`src/rtl/lenet_axi4lite_slave.sv`:
```
// AXI4-Lite register front-end for the LeNet accelerator: decodes the register map,
// turns pushed words into weight/bias/pixel byte streams and sequences core start.
module lenet_axi4lite_slave #(
  parameter int ADDR_W    = 5,
  parameter int N_WEIGHTS = 3220,
  parameter int N_BIAS    = 10,
  parameter int N_PIXELS  = 784
) (
  input  logic              S_AXI_ACLK,
  input  logic              S_AXI_ARESETN,
  input  logic [ADDR_W-1:0] S_AXI_AWADDR,
  input  logic [2:0]        S_AXI_AWPROT,
  input  logic              S_AXI_AWVALID,
  output logic              S_AXI_AWREADY,
  input  logic [31:0]       S_AXI_WDATA,
  input  logic [3:0]        S_AXI_WSTRB,
  input  logic              S_AXI_WVALID,
  output logic              S_AXI_WREADY,
  output logic [1:0]        S_AXI_BRESP,
  output logic              S_AXI_BVALID,
  input  logic              S_AXI_BREADY,
  input  logic [ADDR_W-1:0] S_AXI_ARADDR,
  input  logic [2:0]        S_AXI_ARPROT,
  input  logic              S_AXI_ARVALID,
  output logic              S_AXI_ARREADY,
  output logic [31:0]       S_AXI_RDATA,
  output logic [1:0]        S_AXI_RRESP,
  output logic              S_AXI_RVALID,
  input  logic              S_AXI_RREADY,
  output logic [7:0]        wgt_data,
  output logic              wgt_valid,
  input  logic              wgt_ready,
  output logic [15:0]       bias_data,
  output logic              bias_valid,
  input  logic              bias_ready,
  output logic [7:0]        pix_data,
  output logic              pix_valid,
  input  logic              pix_ready,
  output logic              core_start,
  output logic              core_srst,
  input  logic              core_done,
  input  logic [3:0]        core_result
);

  localparam int IW = ADDR_W - 2;
  localparam logic [IW-1:0] REG_CTRL = IW'(0);
  localparam logic [IW-1:0] REG_WGT  = IW'(1);
  localparam logic [IW-1:0] REG_BIAS = IW'(2);
  localparam logic [IW-1:0] REG_PIX  = IW'(3);
  localparam logic [IW-1:0] REG_STAT = IW'(4);
  localparam logic [IW-1:0] REG_DONE = IW'(5);
  localparam logic [IW-1:0] REG_RES  = IW'(6);
  localparam logic [IW-1:0] REG_SRST = IW'(7);

  typedef enum logic [1:0] {W_IDLE, W_PUSH, W_RESP} wstate_t;
  typedef enum logic {R_IDLE, R_DATA} rstate_t;

  wstate_t       wstate;
  rstate_t       rstate;
  logic          aw_done, w_done;
  logic [IW-1:0] aw_idx;
  logic [15:0]   wdata_q;
  logic [11:0]   wgt_cnt;
  logic [3:0]    bias_cnt;
  logic [9:0]    pix_cnt;
  logic          start_pending, done;
  logic [3:0]    result;
  logic [31:0]   rd_mux;

  logic wgt_full, bias_full, pix_full, is_push, push_full, push_hs, start_fire;

  assign wgt_full  = (wgt_cnt == 12'(N_WEIGHTS));
  assign bias_full = (bias_cnt == 4'(N_BIAS));
  assign pix_full  = (pix_cnt == 10'(N_PIXELS));
  assign is_push   = (aw_idx == REG_WGT) || (aw_idx == REG_BIAS) || (aw_idx == REG_PIX);
  assign push_full = ((aw_idx == REG_WGT) && wgt_full) || ((aw_idx == REG_BIAS) && bias_full) ||
                     ((aw_idx == REG_PIX) && pix_full);
  assign push_hs   = (wgt_valid && wgt_ready) || (bias_valid && bias_ready) || (pix_valid && pix_ready);
  assign start_fire = start_pending && wgt_full && bias_full && pix_full && !core_srst;

  assign wgt_data  = wdata_q[7:0];
  assign bias_data = wdata_q;
  assign pix_data  = wdata_q[7:0];

  logic unused_inputs;
  assign unused_inputs = ^{S_AXI_AWPROT, S_AXI_ARPROT, S_AXI_WSTRB, S_AXI_AWADDR[1:0],
                           S_AXI_ARADDR[1:0], S_AXI_WDATA[31:16]};

  // Write channel, push streams and core sequencing share one block since they all own the counters.
  always_ff @(posedge S_AXI_ACLK or negedge S_AXI_ARESETN) begin
    if (!S_AXI_ARESETN) begin
      wstate        <= W_IDLE;
      aw_done       <= 1'b0;
      w_done        <= 1'b0;
      aw_idx        <= '0;
      wdata_q       <= '0;
      S_AXI_AWREADY <= 1'b0;
      S_AXI_WREADY  <= 1'b0;
      S_AXI_BRESP   <= 2'b00;
      S_AXI_BVALID  <= 1'b0;
      wgt_valid     <= 1'b0;
      bias_valid    <= 1'b0;
      pix_valid     <= 1'b0;
      wgt_cnt       <= '0;
      bias_cnt      <= '0;
      pix_cnt       <= '0;
      start_pending <= 1'b0;
      done          <= 1'b0;
      result        <= '0;
      core_start    <= 1'b0;
      core_srst     <= 1'b0;
    end else begin
      core_start <= 1'b0;
      case (wstate)
        W_IDLE: begin
          if (aw_done && w_done) begin
            aw_done <= 1'b0;
            w_done  <= 1'b0;
            if (is_push && (push_full || core_srst)) begin
              S_AXI_BRESP  <= 2'b10;
              S_AXI_BVALID <= 1'b1;
              wstate       <= W_RESP;
            end else if (is_push) begin
              wgt_valid  <= (aw_idx == REG_WGT);
              bias_valid <= (aw_idx == REG_BIAS);
              pix_valid  <= (aw_idx == REG_PIX);
              wstate     <= W_PUSH;
            end else begin
              case (aw_idx)
                REG_CTRL: if (wdata_q[0]) start_pending <= 1'b1;
                REG_SRST: core_srst <= wdata_q[0];
                default: ;
              endcase
              S_AXI_BRESP  <= 2'b00;
              S_AXI_BVALID <= 1'b1;
              wstate       <= W_RESP;
            end
          end else begin
            if (S_AXI_AWREADY && S_AXI_AWVALID) begin
              aw_done       <= 1'b1;
              aw_idx        <= S_AXI_AWADDR[ADDR_W-1:2];
              S_AXI_AWREADY <= 1'b0;
            end else if (!aw_done) begin
              S_AXI_AWREADY <= 1'b1;
            end
            if (S_AXI_WREADY && S_AXI_WVALID) begin
              w_done       <= 1'b1;
              wdata_q      <= S_AXI_WDATA[15:0];
              S_AXI_WREADY <= 1'b0;
            end else if (!w_done) begin
              S_AXI_WREADY <= 1'b1;
            end
          end
        end
        W_PUSH: begin
          if (push_hs) begin
            if (wgt_valid)  wgt_cnt  <= wgt_cnt + 12'd1;
            if (bias_valid) bias_cnt <= bias_cnt + 4'd1;
            if (pix_valid)  pix_cnt  <= pix_cnt + 10'd1;
            wgt_valid    <= 1'b0;
            bias_valid   <= 1'b0;
            pix_valid    <= 1'b0;
            S_AXI_BRESP  <= 2'b00;
            S_AXI_BVALID <= 1'b1;
            wstate       <= W_RESP;
          end
        end
        W_RESP: begin
          if (S_AXI_BREADY) begin
            S_AXI_BVALID <= 1'b0;
            wstate       <= W_IDLE;
          end
        end
        default: wstate <= W_IDLE;
      endcase

      if (core_done) begin
        done   <= 1'b1;
        result <= core_result;
      end
      // A start in the same cycle as a completion pulse wins, so done reads back clear.
      if (start_fire) begin
        core_start    <= 1'b1;
        start_pending <= 1'b0;
        done          <= 1'b0;
      end
      if (core_srst) begin
        wgt_cnt       <= '0;
        bias_cnt      <= '0;
        pix_cnt       <= '0;
        start_pending <= 1'b0;
        done          <= 1'b0;
        result        <= '0;
      end
    end
  end

  always_comb begin
    rd_mux = 32'd0;
    case (S_AXI_ARADDR[ADDR_W-1:2])
      REG_CTRL: rd_mux = {31'd0, start_pending};
      REG_STAT: rd_mux = {6'd0, pix_cnt, bias_cnt, wgt_cnt};
      REG_DONE: rd_mux = {31'd0, done};
      REG_RES:  rd_mux = {28'd0, result};
      REG_SRST: rd_mux = {31'd0, core_srst};
      default:  rd_mux = 32'd0;
    endcase
  end

  always_ff @(posedge S_AXI_ACLK or negedge S_AXI_ARESETN) begin
    if (!S_AXI_ARESETN) begin
      rstate        <= R_IDLE;
      S_AXI_ARREADY <= 1'b0;
      S_AXI_RDATA   <= 32'd0;
      S_AXI_RRESP   <= 2'b00;
      S_AXI_RVALID  <= 1'b0;
    end else begin
      case (rstate)
        R_IDLE: begin
          if (S_AXI_ARREADY && S_AXI_ARVALID) begin
            S_AXI_ARREADY <= 1'b0;
            S_AXI_RDATA   <= rd_mux;
            S_AXI_RRESP   <= 2'b00;
            S_AXI_RVALID  <= 1'b1;
            rstate        <= R_DATA;
          end else begin
            S_AXI_ARREADY <= 1'b1;
          end
        end
        R_DATA: begin
          if (S_AXI_RREADY) begin
            S_AXI_RVALID  <= 1'b0;
            S_AXI_ARREADY <= 1'b1;
            rstate        <= R_IDLE;
          end
        end
        default: rstate <= R_IDLE;
      endcase
    end
  end

endmodule

```
`config.mk`:
```
export PLATFORM = sky130hd
export DESIGN_NAME = lenet_axi4lite_slave
export DESIGN_NICKNAME = d
export VERILOG_FILES = /design/src/rtl/lenet_axi4lite_slave.sv
export SDC_FILE = /design/constraint.sdc
export NUM_CORES = 1
export LEC_CHECK = 0
export CAP_MARGIN = 15
export CORE_ASPECT_RATIO = 1.25
export CORE_UTILIZATION = 49
export DETAILED_ROUTE_END_ITERATION = 6
export GPL_ROUTABILITY_DRIVEN = 0
export HOLD_SLACK_MARGIN = 0.03
export PLACE_DENSITY = 0.85
export SYNTH_ARGS = -nofsm -noshare
export SYNTH_HDL_FRONTEND = slang
export SYNTH_SLANG_ARGS = --single-unit
```
`constraint.sdc`:
```
create_clock -name S_AXI_ACLK -period 3 [get_ports S_AXI_ACLK]
set_input_delay 0.3 -clock S_AXI_ACLK [delete_from_list [all_inputs] [get_ports S_AXI_ACLK]]
set_output_delay 0.3 -clock S_AXI_ACLK [all_outputs]
set_load 0.01 [all_outputs]
```
==> results.cfg, run 1 <==
[logic_synthesis]
synth_most_common_cell = dfrtp_1
synth-xor-area-share = 0.03640
synth_cell_type_count = 57
synth_flop_cell = dfrtp_1
synth_area_leader_cell = dfrtp_1
yosysTopAreaCellShare = 0.5373
synth-compound-area-share = 0.1063
synth_area_leaders = dfrtp_1 54%, mux2_2 4.7%, buf_4 4.5%, a22o_1 4.4%, nor2_1 4.2%
yosys.area_share.simple = 0.1542
synthMuxAreaShare = 0.07741
synth_top_family_by_area = simple AND/OR/NAND/NOR gates
ys_top_cells_by_count = 93 x dfrtp_1, 48 x nor2_1, 28 x nand2_1, 26 x buf_4, 22 x a22o_1
syn_area_per_cell_um2 = 10.97
netlist_instances = 395
ys_ff_latch = 93
syn_area_mm2 = 0.004332
synth_edf_count = 0
yosysSeqAreaShare = 0.5373
async_flop_share = 1.000
synth_warnings = 0
synthAdderAreaFrac = 0.01733

[critical_path]
cp.buffers_inverters = 2
crit_arrival_ns = 1.90
path_max_fanout = 16
cp_cell_sequence = buf_4 -> clkdlybuf4s50_1
end_kind = output pin
path_delay_family = buffers and inverters
slowest_stage = dfrtp_1
critPathMaxStageDelay_ns = 0.67
crit_path_start_kind = flop
crit_type = reg -> out
cp_data_required_time_ns = 2.70

[cts]
hold_buffers = 1
cts_setup_buffers = 0
cts.clk_slew.worst_paths_ns = 0.08
cts.path.max_buffers = 2
clock_sinks = 93
cts_tree = built
cts-htree-levels = 3
clk_latency_ns = 0.36
cts_buffers = 9
ctsResizeCount = 0
cts-root-buf = clkbuf_8

[die]
dieArea_mm2 = 0.009223
row_count = 38
die-height_um = 107.1
initial_utilization = 0.5033
die_w_um = 86.10
boundaryPins = 145
fp.coreArea_mm2 = 0.008606

[routing]
vias = 3270
vias_per_cell = 5.343
first_pass_iters = 4
route.detailed.drc = 0
routedWlPerCell_um = 15.18
drt_iter0_drc = 166
wirelength_um = 9289
postRouteAntennaNets = 0

[timing]
hold_viol_final = 0
finalCritPeriodShare = 0.7323
rsz0062_at_grt = no
relSlewSlack = 0.5645
whs_ns = 0.4908
fmax_mhz = 455.2
period_needed_ns = 2.197
finalSetupTns_ns = 0
tightest_slew_ns = 0.6518
skew_ns = 0.006763
setup_violations = 0
final_max_slew_viol_count = 0

[pwr]
swShare = 0.3328
powerDensity_mw_per_mm2 = 744.5
ir_drop_mv = 0.3385
p_leak_nw = 2.424
pwr-share-comb = 0.374
switchingPower_mw = 1.383
power_frac_seq = 0.425
p_int_mw = 2.773
clkPwrFrac = 0.201

[layout]
final_layout_size_suffix_gt1_frac = 0.1077
fin_nets = 560
antennaDiodeCount = 0
post-route-util = 0.6486
stdcell_count = 612
synthToLayoutAreaGrowth_pct = 28.86

[global_routing]
grt_use_met3 = 0.04927
grt_max_degree = 50
antenna_found_initial = 0
grt_pass1_wl_um = 15210
grt_util_met2 = 0.3447
grt_use_met1 = 0.2717
grt_usage = 0.2129
globalRoute.totalOverflow = 0
busiest_layer = met2
grt_pass1_vias = 3171

[placement]
dp_hpwl_um = 6562
port_buffers = 105
numPlacedInstances = 595

[worst_hold_path]
hp-class = in -> async

[outcome]
status = finished clean

[run]
max-cap-violations = 0
-- layout by cell type (no fill, tap or decap), types with 2 or more instances in the layout --
cell type        netlist  final
inv_1                 14     14
nor3_2                 2      2
ha_1                   6      6
conb_1                 1      9
mux2_2                18     18
clkinv_2               0      2
nor3_1                 6      6
mux2_1                 2      2
and4_1                 3      3
o21ai_0               14     14
a22o_1                22     22
mux2i_1               11     11
nand2b_1               2      2
o211ai_1               2      2
clkdlybuf4s50_1        0    104
nand3_1               10     10
o41ai_1                2      2
or3_1                  5      5
nand4bb_1              3      3
buf_4                 26      7
dfrtp_1               93     93
xor2_1                10     10
and2_1                 2      2
inv_6                  0      2
a211oi_1               2      2
nand2_1               28     28
clkbuf_8               0      9
a21oi_1                6      6
xnor2_1                8      8
a31oi_1                3      3
and3_1                 2      2
nor2_1                48     48
nand4_1                3      3
o22ai_1                3      3
-- logic make-up (layout without fill, tap and decap cells) --
group | count (synthesis) | count (layout)
fa+ha+maj | 6 | 6
compound gates | 63 | 63
other cells | 1 | 9
flops | 93 | 93
mux | 31 | 31
xor+xnor | 18 | 18
buf+inv | 54 | 143
simple gates | 129 | 129
-- flip-flops by register name, summed over array words and instances (netlist names), 2 cells and up --
signal	count
result	4
bias_data	16
bias_cnt	4
wgt_cnt	12
wstate	2
aw_idx	3
pix_cnt	10
S_AXI_RDATA	26
-- worst paths after layout --
path	startpoint	endpoint	slack, ns	cells after the start
max	core_srst	core_srst	0.80	2
min	S_AXI_ARESETN	bias_data[12]	0.49	2
min in group S_AXI_ACLK	S_AXI_RVALID	S_AXI_RVALID	0.49	2
min reg2reg	S_AXI_RVALID	S_AXI_RVALID	0.49	2
max reg2reg	wgt_cnt[0]	pix_valid	0.90	7
max in group asynchronous	S_AXI_ARESETN	bias_data[10]	1.87	3
-- power groups by stage --
stage / clock network (mW) / registers, mW / logic, mW
2_1_floorplan: 0 / 1.81 / 0.865
3_3_place_gp: 0 / 1.77 / 1.53
3_5_place_dp: 0 / 1.79 / 1.57
4_1_cts: 0.863 / 1.77 / 1.57
5_1_grt: 0.912 / 1.81 / 1.70
6_report: 0.834 / 1.77 / 1.55
-- final cells by class --
cell class / count / area [um^2]
Clock inverter: 7 / 73.82
Sequential cell: 93 / 2327
Fill cell: 693 / 3024
Timing Repair Buffer: 113 / 1124
Inverter: 14 / 52.55
Clock buffer: 9 / 123.9
Tap cell: 120 / 150.1
Multi-Input combinational cell: 256 / 1730
-- metal layers --
layer,wire (um),vias to the layer above,part of all wire
met5,0,-,0
met4,195,0,0.021
met3,501,14,0.054
met2,4680,109,0.50
met1,3912,1614,0.42
li1,-,1533,-
-- per-stage QoR --
stage	setup slack, ns	power (mW)	area, um^2
2_1_floorplan	1.074	2.679	4362
3_3_place_gp	0.8017	3.295	5374
3_5_place_dp	0.7858	3.358	5374
4_1_cts	0.7894	4.203	5582
5_1_grt	0.7016	4.417	5582
6_report	0.8030	4.156	5582
No activity file was read; power rests on OpenSTA's default activity.
==> inputs of run 2 (changes only) <==
--- a/config.mk
+++ b/config.mk
@@ -7,11 +7,11 @@
 export LEC_CHECK = 0
 export CAP_MARGIN = 15
 export CORE_ASPECT_RATIO = 1.25
-export CORE_UTILIZATION = 49
+export CORE_UTILIZATION = 46
 export DETAILED_ROUTE_END_ITERATION = 6
 export GPL_ROUTABILITY_DRIVEN = 0
 export HOLD_SLACK_MARGIN = 0.03
-export PLACE_DENSITY = 0.85
+export PLACE_DENSITY = 0.8
 export SYNTH_ARGS = -nofsm -noshare
 export SYNTH_HDL_FRONTEND = slang
 export SYNTH_SLANG_ARGS = --single-unit
==> constraint.sdc (replaced) <==
create_clock -name S_AXI_ACLK -period 2.25 [get_ports S_AXI_ACLK]
set_input_delay 0.225 -clock S_AXI_ACLK [delete_from_list [all_inputs] [get_ports S_AXI_ACLK]]
set_output_delay 0.225 -clock S_AXI_ACLK [all_outputs]
set_load 0.01 [all_outputs]
==> run 2 against run 1 <==
Compared with the run above:
- critical path depth grew 5
- critical path type is now reg -> reg
- register-to-register slack lost 0.77 ns
- combinational power grew 39%
- power grew 43%
- routed wire length grew 0.39%
- final cell count grew 1.8%
- critical endpoint is now pix_valid
- highest routed layer unchanged
- clock skew grew 0.0056 ns
- hold slack lost 0.10 ns
- setup slack lost 0.68 ns
==> results.cfg, run 2 (synthesized netlist as in run 1, its figures left out) <==
[critical_path]
crit_path_start_kind = flop
crit_type = reg -> reg
reg2reg_from = wgt_cnt[0]
crit_arrival_ns = 2.34
rr_worst_depth = 7
timing.reg2reg.setup_slack_ns = 0.13
path_max_fanout = 5
r2r_end = pix_valid
end_kind = flop
cp_data_required_time_ns = 2.46

[layout]
stdcell_count = 623
finalInstanceArea_mm2 = 0.005733
fin_nets = 568
largest_register = S_AXI_RDATA
final_layout_size_suffix_gt1_frac = 0.1220
final_common_cell = clkdlybuf4s50_1
largest_register_ffs = 26
post-route-util = 0.6283
antennaDiodeCount = 0
layout_common_cells = 104 x clkdlybuf4s50_1, 93 x dfrtp_1, 48 x nor2_1
synthToLayoutAreaGrowth_pct = 32.35

[cts]
cts_buffers = 9
cts_tree = built
cts-htree-levels = 3
cts.clk_slew.worst_paths_ns = 0.07
cts-root-buf = clkbuf_16
clock_sinks = 93
cts.path.max_buffers = 2
clk_latency_ns = 0.34
ctsResizeCount = 0

[worst_hold_path]
hp-class = in -> async

[placement]
dp_hpwl_um = 6692
postPlaceCellArea_mm2 = 0.005438
detailedPlace.worstSlack_ns = 0.1189
port_buffers = 105
numPlacedInstances = 606

[die]
die_w_um = 88.80
dieArea_mm2 = 0.009811
die-height_um = 110.5
initial_utilization = 0.4747
boundaryPins = 145
row_count = 39
fp.coreArea_mm2 = 0.009125

[timing]
hold_viol_final = 0
worst_slack_ns = 0.1255
period_needed_ns = 2.125
skew_ns = 0.01236
setup_violations = 0
relSlewSlack = 0.5988
fmax_mhz = 470.7
rsz0062_at_grt = no
finalCritPeriodShare = 0.9442
finalSetupTns_ns = 0
tightest_slew_ns = 0.6005
whs_ns = 0.3866
final_max_slew_viol_count = 0

[global_routing]
antenna_found_initial = 0
grt_max_degree = 59
grt_pass1_vias = 3329
grt_usage = 0.2063
grt_pass1_wl_um = 15620
globalRoute.totalOverflow = 0

[routing]
wirelength_um = 9325
drt_iter0_drc = 171
routedWlPerCell_um = 14.97
vias = 3271
vias_per_cell = 5.250
first_pass_iters = 4
postRouteAntennaNets = 0
route.detailed.drc = 0

[pwr]
ir_drop_mv = 0.7273
power.total_mw = 5.923
p_leak_nw = 2.500
powerDensity_mw_per_mm2 = 1033

[outcome]
status = finished clean

[run]
max-cap-violations = 0
==> run 2: timing repair <==
item | in CTS | in global routing
hold buffers | 1 | 0
setup buffers | 0 | 0
endpoints found under the setup margin | 0 | 0
hold endpoints to repair | 35 | 0
==> run 2: cell type report <==
cell class | count | area [um^2]
Fill cell | 739 | 3392
Sequential cell | 93 | 2327
Multi-Input combinational cell | 256 | 1730
Timing Repair Buffer | 121 | 1184
Clock buffer | 10 | 239.0
Tap cell | 123 | 153.9
Inverter | 14 | 52.55
Clock inverter | 6 | 46.29
==> run 2: report_power, final <==
group          internal (mW)  switching [mW]  leakage (nW)
logic                   1.18           0.973          1.14
clock network          0.785           0.648         0.135
registers               2.03           0.303          1.22
total                   4.00            1.92          2.50
==> run 2: worst max-delay path, stage by stage (launching register included) <==
cell	delay, ns
dfrtp_1	0.42
inv_1	0.08
ha_1	0.21
and4_1	0.15
and4bb_1	0.22
a2111o_1	0.33
a21oi_2	0.23
mux2_1	0.36
==> run 2: worst max path at each step <==
stage,startpoint,to,cells past startpoint
after floorplan,wstate[0],bias_data[10],5
after global placement,wgt_ready,wgt_cnt[8],7
final,wgt_cnt[0],pix_valid,7
after detailed placement,wgt_ready,wgt_cnt[8],7
after global routing,wgt_cnt[0],pix_valid,7
after CTS,wgt_cnt[0],pix_valid,7
==> run 2: routing by layer <==
| metal | share of wire | GRT usage | routed length, um | up-vias |
|---|---|---|---|---|
| met3 | 0.050 | 0.04783 | 470 | 11 |
| met4 | 0.014 | 0.06882 | 130 | 0 |
| met5 | 0 | 0 | 0 | - |
| met1 | 0.44 | 0.2695 | 4077 | 1613 |
| met2 | 0.50 | 0.3344 | 4646 | 96 |
| li1 | - | - | - | 1551 |
==> inputs of run 3 (changes only) <==
--- a/config.mk
+++ b/config.mk
@@ -7,11 +7,11 @@
 export LEC_CHECK = 0
 export CAP_MARGIN = 15
 export CORE_ASPECT_RATIO = 1.25
-export CORE_UTILIZATION = 46
+export CORE_UTILIZATION = 49
 export DETAILED_ROUTE_END_ITERATION = 6
 export GPL_ROUTABILITY_DRIVEN = 0
 export HOLD_SLACK_MARGIN = 0.03
-export PLACE_DENSITY = 0.8
+export PLACE_DENSITY = 0.85
 export SYNTH_ARGS = -nofsm -noshare
 export SYNTH_HDL_FRONTEND = slang
 export SYNTH_SLANG_ARGS = --single-unit
==> constraint.sdc (replaced) <==
create_clock -name S_AXI_ACLK -period 2.7 [get_ports S_AXI_ACLK]
set_input_delay 0.27 -clock S_AXI_ACLK [delete_from_list [all_inputs] [get_ports S_AXI_ACLK]]
set_output_delay 0.27 -clock S_AXI_ACLK [all_outputs]
set_load 0.01 [all_outputs]
==> run 3 against run 2 <==
Compared with the run above:
- register-to-register slack better by 0.49 ns
- clock power shrank 28%
- via count about the same
- die area decreased by 6.0%
- combinational power is 20% lower
- power shrank 20%
- critical path type is now reg -> out
- largest cell class unchanged
- largest power group unchanged
==> results.cfg, run 3 (synthesized netlist as in run 1, its figures left out) <==
[global_routing]
grt_pass1_vias = 3264
antenna_found_initial = 0
grt_pass1_wl_um = 15250
globalRoute.totalOverflow = 0
grt_max_degree = 50
grt_usage = 0.2100

[layout]
final_common_cell = clkdlybuf4s50_1
final_layout_size_suffix_gt1_frac = 0.1077
antennaDiodeCount = 0
layout_common_cells = 104 x clkdlybuf4s50_1, 93 x dfrtp_1, 48 x nor2_1
largest_register_ffs = 26
fin_nets = 560
synthToLayoutAreaGrowth_pct = 29.46
largest_register = S_AXI_RDATA

[die]
die-height_um = 107.1
boundaryPins = 145
initial_utilization = 0.5033
dieArea_mm2 = 0.009223
fp.coreArea_mm2 = 0.008606
die_w_um = 86.10
row_count = 38

[timing]
period_needed_ns = 2.186
finalCritPeriodShare = 0.8096
tightest_slew_ns = 0.6157
skew_ns = 0.007787
final_max_slew_viol_count = 0
hold_viol_final = 0
finalSetupTns_ns = 0
setup_violations = 0
rsz0062_at_grt = no
fmax_mhz = 457.5
relSlewSlack = 0.5864

[critical_path]
cp.buffers_inverters = 2
cp_data_required_time_ns = 2.43
crit_path_start_kind = flop
slowest_stage = dfrtp_1
crit_type = reg -> out
critPathMaxStageDelay_ns = 0.68
cp_cell_sequence = buf_4 -> clkdlybuf4s50_1
crit_arrival_ns = 1.92
end_kind = output pin
path_max_fanout = 16
path_delay_family = buffers and inverters

[cts]
clk_latency_ns = 0.37
cts-root-buf = clkbuf_8
cts_tree = built
cts_buffers = 9
clock_sinks = 93
cts.path.max_buffers = 2
ctsResizeCount = 0
cts_setup_buffers = 0
cts.clk_slew.worst_paths_ns = 0.08
hold_buffers = 1
cts-htree-levels = 3

[pwr]
powerDensity_mw_per_mm2 = 842.0
ir_drop_mv = 0.3487
power.total_mw = 4.722
p_leak_nw = 2.436

[routing]
highest_layer = met4
vias_per_cell = 5.348
routedWlPerCell_um = 15.04
met2_length_um = 4652
wirelength_um = 9204
wl_met3_um = 516
wl_met1_um = 3855
route.detailed.drc = 0
drt_iter0_drc = 145
postRouteAntennaNets = 0
first_pass_iters = 4
vias = 3273

[run]
max-cap-violations = 0

[outcome]
status = finished clean

[placement]
port_buffers = 105
dp_hpwl_um = 6642

[worst_hold_path]
hp-class = in -> async
## run 3: area by class of cell
type                       count  area (um^2)
clock buffer                  10        137.6
clock inverter                 6        86.33
fill                         687         2998
inverter                      14        52.55
multi-input combinational    256         1730
sequential                    93         2327
tap                          120        150.1
timing repair buffer         113         1124
## run 3: per-layer routing
metal / vias to the layer above / global-route usage
li1: 1529 / -
met1: 1617 / 0.2619
met2: 111 / 0.3526
met3: 16 / 0.03618
met4: 0 / 0.1000
met5: - / 0
## run 3: worst reg2reg max path: cells and delay by family (launching register included)
kind	cells	cell delay (ns)
DFF	1	0.42
AOI/OAI and AO/OA	2	0.57
muxes	1	0.35
adders and majority gates	1	0.21
and+or+nand+nor	2	0.35
buffers and inverters	1	0.08
## run 3: final timing paths
check / from / end / slack (ns) / cells after the start
max reg2reg: wgt_cnt[0] / bias_valid / 0.62 / 7
max: core_srst / core_srst / 0.51 / 2
min reg2reg: S_AXI_RVALID / S_AXI_RVALID / 0.50 / 2
min: S_AXI_ARESETN / bias_data[13] / 0.46 / 2
min in group S_AXI_ACLK: S_AXI_RVALID / S_AXI_RVALID / 0.50 / 2
max in group asynchronous: S_AXI_ARESETN / bias_data[9] / 1.57 / 3
## run 3: report_power, final
part	internal [mW]	total [mW]	switching (mW)
sequential	1.69	1.96	0.270
combinational	0.958	1.73	0.773
clock	0.545	1.03	0.486
## run 3: stage by stage
step | hold WS, ns | setup WS [ns] | instance area, um^2 | util | instances
4_1_cts | 0.4615 | 0.5134 | 5608 | 0.6516 | 612
5_1_grt | 0.5117 | 0.4114 | 5608 | 0.6516 | 612
6_report | 0.4566 | 0.5140 | 5608 | 0.6516 | 612
2_1_floorplan | -0.02559 | 0.7737 | 4362 | - | 403
3_5_place_dp | 0.3065 | 0.5100 | 5374 | 0.6245 | 595
3_3_place_gp | 0.3046 | 0.5422 | 5374 | 0.6245 | 595
